==> config.mk <==
export PLATFORM = sky130hd
export DESIGN_NAME = traffic_phase_sched_flat
export DESIGN_NICKNAME = d
export VERILOG_FILES = /design/src/rtl/traffic_phase_sched_pkg.sv /design/src/rtl/traffic_phase_sched_if.sv /design/src/rtl/traffic_phase_sched_dwell.sv /design/src/rtl/traffic_phase_sched.sv /design/src/flat_wrapper.sv
export SDC_FILE = /design/constraint.sdc
export NUM_CORES = 1
export LEC_CHECK = 0
export BUFFER_PORTS_ARGS = -buffer_cell sky130_fd_sc_hd__buf_2
export CORE_MARGIN = 2
export CORE_UTILIZATION = 50
export CTS_CLUSTER_DIAMETER = 200
export DETAILED_ROUTE_END_ITERATION = 16
export PLACE_DENSITY = 0.73
export SLEW_MARGIN = 5
export SYNTH_ARGS = -nofsm -noshare
export SYNTH_HDL_FRONTEND = slang
export SYNTH_SLANG_ARGS = --single-unit
==> constraint.sdc <==
create_clock -name clk -period 3.1 [get_ports clk]
set_clock_uncertainty 0.15 [all_clocks]
set_input_delay 0.155 -clock clk [delete_from_list [all_inputs] [get_ports clk]]
set_output_delay 0.155 -clock clk [all_outputs]
set_load 0.005 [all_outputs]
==> src/rtl/traffic_phase_sched_pkg.sv <==
// Shared state encodings, lamp patterns and default dwell values for the intersection scheduler.
// Optional night-flash build: TRAFFIC_NIGHT_FLASH_EN.
package traffic_pkg;

    typedef enum logic [2:0] {
        MG  = 3'd0,
        MY  = 3'd1,
        AR1 = 3'd2,
        SG  = 3'd3,
        SY  = 3'd4,
        AR2 = 3'd5,
        PW  = 3'd6,
        NF  = 3'd7
    } state_t;

    localparam logic [2:0] LAMP_RED = 3'b100;
    localparam logic [2:0] LAMP_YEL = 3'b010;
    localparam logic [2:0] LAMP_GRN = 3'b001;
    localparam logic [2:0] LAMP_OFF = 3'b000;

    localparam int DEF_CW       = 4;
    localparam int DEF_MIN_GRN  = 8;
    localparam int DEF_SIDE_GRN = 6;
    localparam int DEF_YEL      = 3;
    localparam int DEF_ALLRED   = 1;
    localparam int DEF_WALK     = 5;

    // Counter value on the final tick of a dwell; a zero dwell acts like one tick.
    function automatic int dwellLast(input int n);
        return (n <= 1) ? 0 : n - 1;
    endfunction

endpackage

==> src/rtl/traffic_phase_sched_if.sv <==
// Request/lamp bus between the board and the phase scheduler.
// The night input exists only when TRAFFIC_NIGHT_FLASH_EN is defined.
interface traffic_phase_sched_if;
    logic       tick;
    logic       side_req;
    logic       ped_req;
`ifdef TRAFFIC_NIGHT_FLASH_EN
    logic       night;
`endif
    logic [5:0] lights;
    logic       walk;
    logic       ped_ack;
    logic [2:0] phase;

`ifdef TRAFFIC_NIGHT_FLASH_EN
    modport master (output tick, side_req, ped_req, night, input lights, walk, ped_ack, phase);
    modport slave  (input tick, side_req, ped_req, night, output lights, walk, ped_ack, phase);
`else
    modport master (output tick, side_req, ped_req, input lights, walk, ped_ack, phase);
    modport slave  (input tick, side_req, ped_req, output lights, walk, ped_ack, phase);
`endif
endinterface

==> src/rtl/traffic_phase_sched_dwell.sv <==
// Tick-gated dwell counter: flags the last tick of a dwell and can hold there (main-green saturation).
module traffic_dwell_timer #(
    parameter int CW = 4
) (
    input  logic          clk,
    input  logic          clr,
    input  logic          i_tick,
    input  logic          i_load0,
    input  logic          i_hold,
    input  logic [CW-1:0] i_last,
    output logic          o_done
);

    logic [CW-1:0] r_cnt;

    assign o_done = (r_cnt == i_last);

    always_ff @(posedge clk) begin
        if (clr) begin
            r_cnt <= '0;
        end else if (i_load0) begin
            r_cnt <= '0;
        end else if (i_tick && !(i_hold && o_done)) begin
            r_cnt <= r_cnt + CW'(1);
        end
    end

endmodule

==> src/rtl/traffic_phase_sched.sv <==
// Intersection phase scheduler: main/side/pedestrian sequencing with yellow and all-red clearance.
// Define TRAFFIC_NIGHT_FLASH_EN to add the night flashing-yellow mode.
module traffic_phase_sched
    import traffic_pkg::*;
#(
    parameter int CW       = DEF_CW,
    parameter int MIN_GRN  = DEF_MIN_GRN,
    parameter int SIDE_GRN = DEF_SIDE_GRN,
    parameter int YEL      = DEF_YEL,
    parameter int ALLRED   = DEF_ALLRED,
    parameter int WALK     = DEF_WALK
) (
    input logic                  clk,
    input logic                  clr,
    traffic_phase_sched_if.slave bus
);

    localparam logic [CW-1:0] L_MG   = CW'(dwellLast(MIN_GRN));
    localparam logic [CW-1:0] L_SG   = CW'(dwellLast(SIDE_GRN));
    localparam logic [CW-1:0] L_YEL  = CW'(dwellLast(YEL));
    localparam logic [CW-1:0] L_AR   = CW'(dwellLast(ALLRED));
    localparam logic [CW-1:0] L_WALK = CW'(dwellLast(WALK));

    state_t        r_state;
    state_t        w_next;
    logic          r_sidePend;
    logic          r_pedPend;
    logic          r_pedAck;
    logic [CW-1:0] w_last;
    logic          w_done;
    logic          w_anyPend;
    logic          w_load0;
    logic [5:0]    w_lights;
    logic          w_walk;
`ifdef TRAFFIC_NIGHT_FLASH_EN
    logic          r_flash;
    logic          r_nfPass;
`endif

    assign w_anyPend = r_sidePend | r_pedPend;
    assign w_load0   = (w_next != r_state);

    traffic_dwell_timer #(.CW(CW)) u_timer (
        .clk     (clk),
        .clr     (clr),
        .i_tick  (bus.tick),
        .i_load0 (w_load0),
        .i_hold  (r_state == MG),
        .i_last  (w_last),
        .o_done  (w_done)
    );

    always_comb begin
        w_last = '0;
        case (r_state)
            MG:       w_last = L_MG;
            MY, SY:   w_last = L_YEL;
            AR1, AR2: w_last = L_AR;
            SG:       w_last = L_SG;
            PW:       w_last = L_WALK;
            default:  w_last = '0;
        endcase
    end

    always_comb begin
        w_next = r_state;
        case (r_state)
            MG: begin
                if (bus.tick && w_done && w_anyPend) w_next = MY;
`ifdef TRAFFIC_NIGHT_FLASH_EN
                else if (bus.tick && bus.night && !w_anyPend) w_next = NF;
`endif
            end
            MY:  if (bus.tick && w_done) w_next = AR1;
            AR1: begin
                if (bus.tick && w_done) begin
                    w_next = r_sidePend ? SG : PW;
`ifdef TRAFFIC_NIGHT_FLASH_EN
                    // A night exit with nothing pending returns to main via the second clearance.
                    if (!w_anyPend && r_nfPass) w_next = AR2;
`endif
                end
            end
            SG:  if (bus.tick && w_done) w_next = SY;
            SY:  if (bus.tick && w_done) w_next = AR2;
            AR2: if (bus.tick && w_done) w_next = r_pedPend ? PW : MG;
            PW:  if (bus.tick && w_done) w_next = MG;
`ifdef TRAFFIC_NIGHT_FLASH_EN
            NF:  if (bus.tick && (!bus.night || w_anyPend)) w_next = AR1;
`endif
            default: w_next = MG;
        endcase
    end

    always_ff @(posedge clk) begin
        if (clr) begin
            r_state    <= MG;
            r_sidePend <= 1'b0;
            r_pedPend  <= 1'b0;
            r_pedAck   <= 1'b0;
`ifdef TRAFFIC_NIGHT_FLASH_EN
            r_flash    <= 1'b0;
            r_nfPass   <= 1'b0;
`endif
        end else begin
            r_state    <= w_next;
            r_pedAck   <= (w_next == PW) && (r_state != PW);
            r_sidePend <= ((w_next == SG) && (r_state != SG)) ? 1'b0 : (r_sidePend | bus.side_req);
            r_pedPend  <= ((w_next == PW) && (r_state != PW)) ? 1'b0 : (r_pedPend | bus.ped_req);
`ifdef TRAFFIC_NIGHT_FLASH_EN
            if ((w_next == NF) && (r_state != NF)) r_flash <= 1'b1;
            else if ((r_state == NF) && bus.tick)  r_flash <= ~r_flash;
            if ((r_state == NF) && (w_next == AR1))     r_nfPass <= ~w_anyPend;
            else if ((r_state == AR1) && (w_next != AR1)) r_nfPass <= 1'b0;
`endif
        end
    end

    // Lamps depend only on registered state, so they change on the same edge as the phase.
    always_comb begin
        w_lights = {LAMP_RED, LAMP_RED};
        w_walk   = 1'b0;
        case (r_state)
            MG: w_lights = {LAMP_GRN, LAMP_RED};
            MY: w_lights = {LAMP_YEL, LAMP_RED};
            SG: w_lights = {LAMP_RED, LAMP_GRN};
            SY: w_lights = {LAMP_RED, LAMP_YEL};
            PW: w_walk   = 1'b1;
`ifdef TRAFFIC_NIGHT_FLASH_EN
            NF: w_lights = {(r_flash ? LAMP_YEL : LAMP_OFF), LAMP_RED};
`endif
            default: w_lights = {LAMP_RED, LAMP_RED};
        endcase
    end

    assign bus.lights  = w_lights;
    assign bus.walk    = w_walk;
    assign bus.ped_ack = r_pedAck;
    assign bus.phase   = r_state;

endmodule

==> src/flat_wrapper.sv <==
// flat-port wrapper written by rule: the top's interface ports become plain ports
module traffic_phase_sched_flat import traffic_pkg::*;
#(
    parameter int CW       = DEF_CW,
    parameter int MIN_GRN  = DEF_MIN_GRN,
    parameter int SIDE_GRN = DEF_SIDE_GRN,
    parameter int YEL      = DEF_YEL,
    parameter int ALLRED   = DEF_ALLRED,
    parameter int WALK     = DEF_WALK
)
  (clk, clr, bus_tick, bus_side_req, bus_ped_req, bus_lights, bus_walk, bus_ped_ack, bus_phase);
  traffic_phase_sched_if bus_i ();
  input logic clk;
  input logic clr;
  input wire logic [$bits(bus_i.tick)-1:0] bus_tick;
  input wire logic [$bits(bus_i.side_req)-1:0] bus_side_req;
  input wire logic [$bits(bus_i.ped_req)-1:0] bus_ped_req;
  output wire logic [$bits(bus_i.lights)-1:0] bus_lights;
  output wire logic [$bits(bus_i.walk)-1:0] bus_walk;
  output wire logic [$bits(bus_i.ped_ack)-1:0] bus_ped_ack;
  output wire logic [$bits(bus_i.phase)-1:0] bus_phase;
  assign bus_i.tick = bus_tick;
  assign bus_i.side_req = bus_side_req;
  assign bus_i.ped_req = bus_ped_req;
  assign bus_lights = bus_i.lights;
  assign bus_walk = bus_i.walk;
  assign bus_ped_ack = bus_i.ped_ack;
  assign bus_phase = bus_i.phase;
  traffic_phase_sched #(.CW(CW), .MIN_GRN(MIN_GRN), .SIDE_GRN(SIDE_GRN), .YEL(YEL), .ALLRED(ALLRED), .WALK(WALK)) u_core (.clk(clk), .clr(clr), .bus(bus_i));
endmodule
==> results by group <==
Floorplan
  – Die width: 44.2 um
  – Io pins: 16
  – Die Y: 44.2 um
  – Die ar.: 0.00196 mm2
  – Starting Density: 0.537
  – Placement Rows: 14
  – Core Box Area: 0.00151 mm2

Worst setup path
  – CP Max Fanout: 19
  – Startpoint type of the worst setup path: register
  – Critical path class: reg2reg
  – Critical Path RT: 3160 ps
  – Critical Path End Type: register
  – WP data arrival: 2540 ps

Synthesis
  – Synthesized net count: 104
  – Post-synth EDFFs: 0
  – Register bit total from synthesis: 10
  – Post-synth top area cell: dfxtp_1
  – Cells after Synth: 98
  – Sequential area share after synthesis: 0.247
  – Syn avg cell area: 8.26 um2
  – Post-synthesis cell area: 810 um2
  – Main synth FF type: dfxtp_1
  – YS warnings: 0
  – FFs w/ async S/R, synth: 0
  – Top post-synthesis cells by area: dfxtp_1 25%, nor2_1 7.0%, mux2i_1 4.9%
  – Count of different cell masters after synthesis: 47
  – Yosys top cell area share: 0.247

Global route
  – Global route overflow: 0
  – GRT busiest layer: met2
  – GRT Util Overall: 0.210
  – Met2 usage: 0.315
  – Met1 usage: 0.286
  – Global-route wire length before repair: 3.06 mm
  – Pin count of the biggest net entering global routing: 22
  – Grt met3 use: 0.0327
  – Number of global-route vias before repair: 684
  – Antenna violations before repair: 0

Power and ir drop
  – PwrDens: 315 mW/mm2
  – Leakage: 0.000373 uW
  – Total Power: 287 uW
  – Max rail drop VDD: 0.000163 V

Drt
  – Routed wire length: 1.78 mm
  – Avg WL per Cell: 14.0 um
  – Antenna-violating nets left: 0
  – DRC violations left: 0
  – DR vias/cell: 6.08
  – 1st-iter DRT viols: 19
  – Via count: 772
  – Router iterations before antenna repair: 4

Clock network
  – CTS tree: built
  – CTS Hold Bufs: 1
  – Num CTS Buffers: 3
  – Skew-Pair Late Insertion Delay: 260 ps
  – Htree depth: 1
  – Clock sinks: 10
  – CTS Buffer Depth: 2
  – Clock-pin transition on the worst setup and hold timing paths: 80 ps
  – Root Buffer: clkbuf_4
  – # Post-CTS Setup Buffers: 0
  – Post-CTS Resized: 0

STA
  – Peak Freq: 404 MHz
  – Slew at the pin closest to its max-slew limit: 628 ps
  – RSZ-0062 raised after global routing: no
  – Hold Vio Cnt, Final: 0
  – Final setup fails: 0
  – Period utilization: 0.799
  – Min Tclk post-route: 2480 ps
  – Max-slew headroom at the worst pin: 0.581
  – Max-slew violations: 0
  – Setup TNS: 0 ps

Cells and area
  – Reg area: 200 um2
  – Diode count: 0
  – Nets: 118
  – Area of the multi-input gates: 558 um2
  – Area growth syn-to-layout: 12.5%
  – Share of cells above drive strength 1: 0.252
  – Fill count: 143
  – Final non-filler cell area: 911 um2

Placed design
  – Detailed placement HPWL: 1.26 mm
  – Area after DPL: 865 um2
  – Routability congestion estimate: 0.866
  – Port Buffer Count: 15

Outcome
  – Status: complete, no violations

Min path
  – Hold/Removal Path Class: in2reg

Run
  – Max Cap Viol: 0
## flip-flops by register name, summed over array words and instances (netlist names)
signal                cells
u_core.u_timer.r_cnt      4
u_core.bus.phase          3
u_core.bus.ped_ack        1
u_core.r_pedPend          1
u_core.r_sidePend         1
## metrics by stage
| step | instances | util | hold WS (ps) | setup slack, ps |
|---|---|---|---|---|
| after floorplan | 98 | - | 74.1 | 1100 |
| after global placement | 122 | 0.574 | 247 | 694 |
| after detailed placement | 122 | 0.574 | 250 | 636 |
| after CTS | 127 | 0.605 | 3.05 | 645 |
| after global routing | 127 | 0.605 | 18.2 | 450 |
| final | 127 | 0.605 | 4.31 | 624 |
## critical path: stages (launching register included)
cell	delay (ps)
dfxtp_1	720
inv_1	320
nor4b_4	370
nor3_4	110
or4_4	490
o21ai_1	120
and2_1	150
## cell type report
type	count	area share
Sequential cell	10	0.220
Clock buffer	4	0.0398
Timing Repair Buffer	16	0.0934
Inverter	3	0.0124
Tap cell	16	0.0220
Multi-Input combinational cell	78	0.613
## logic make-up after synthesis
group,Yosys count,share of synthesized area
flops,10,0.247
compound gates,22,0.196
fa+ha+maj,1,0.0155
mux,5,0.0680
simple gates,47,0.377
xor+xnor,3,0.0325
buf+inv,10,0.0634
## routing by layer
| layer | up-vias | wire length, um |
|---|---|---|
| met3 | 6 | 96 |
| met1 | 353 | 859 |
| li1 | 383 | - |
| met4 | 0 | 37 |
| met5 | - | 0 |
| met2 | 30 | 790 |
## worst paths after layout
check             depth (start not counted)                       endpoint  slack (ps)                            from
hold / removal                            3    u_core.r_pedPend$_SDFF_PP0_           4                     bus_ped_req
setup reg to reg                          6  u_core.bus.ped_ack$_SDFF_PP0_         620  u_core.bus.phase[2]$_SDFF_PP0_
setup / recovery                          6  u_core.bus.ped_ack$_SDFF_PP0_         620  u_core.bus.phase[2]$_SDFF_PP0_
hold reg to reg                           1   u_core.r_sidePend$_SDFF_PP0_         420    u_core.r_sidePend$_SDFF_PP0_
## Yosys cell counts, types with 2 or more instances
cell type,count
dfxtp_1,10
nor2_1,15
clkbuf_1,2
nor3_1,3
o22ai_1,2
and4b_1,2
a21oi_1,5
o311ai_0,2
nor2b_1,2
o21ai_0,3
mux2i_1,4
and2_1,4
nand2b_1,2
nand2_1,4
xnor2_1,3
inv_1,3
a211oi_1,2
## power breakdown
| group | total, uW | switching (uW) | internal (uW) |
|---|---|---|---|
| sequential | 140 | 7.21 | 132 |
| combinational | 26.8 | 12.8 | 14.0 |
| clock | 121 | 49.7 | 71.2 |
## cell usage in the layout, fill, tap and decap left out, types with 2 or more instances in the layout
| master | n |
|---|---|
| buf_2 | 15 |
| o21ai_0 | 3 |
| and2_1 | 4 |
| a211oi_1 | 2 |
| o22ai_1 | 2 |
| mux2i_1 | 4 |
| and4b_1 | 2 |
| a21oi_1 | 5 |
| inv_1 | 3 |
| nand2_1 | 4 |
| xnor2_1 | 3 |
| o311ai_0 | 2 |
| clkbuf_4 | 3 |
| nor2b_1 | 2 |
| nand2b_1 | 2 |
| nor2_1 | 15 |
| dfxtp_1 | 10 |
| nor3_1 | 3 |
Power figures use the tool's default switching activity.
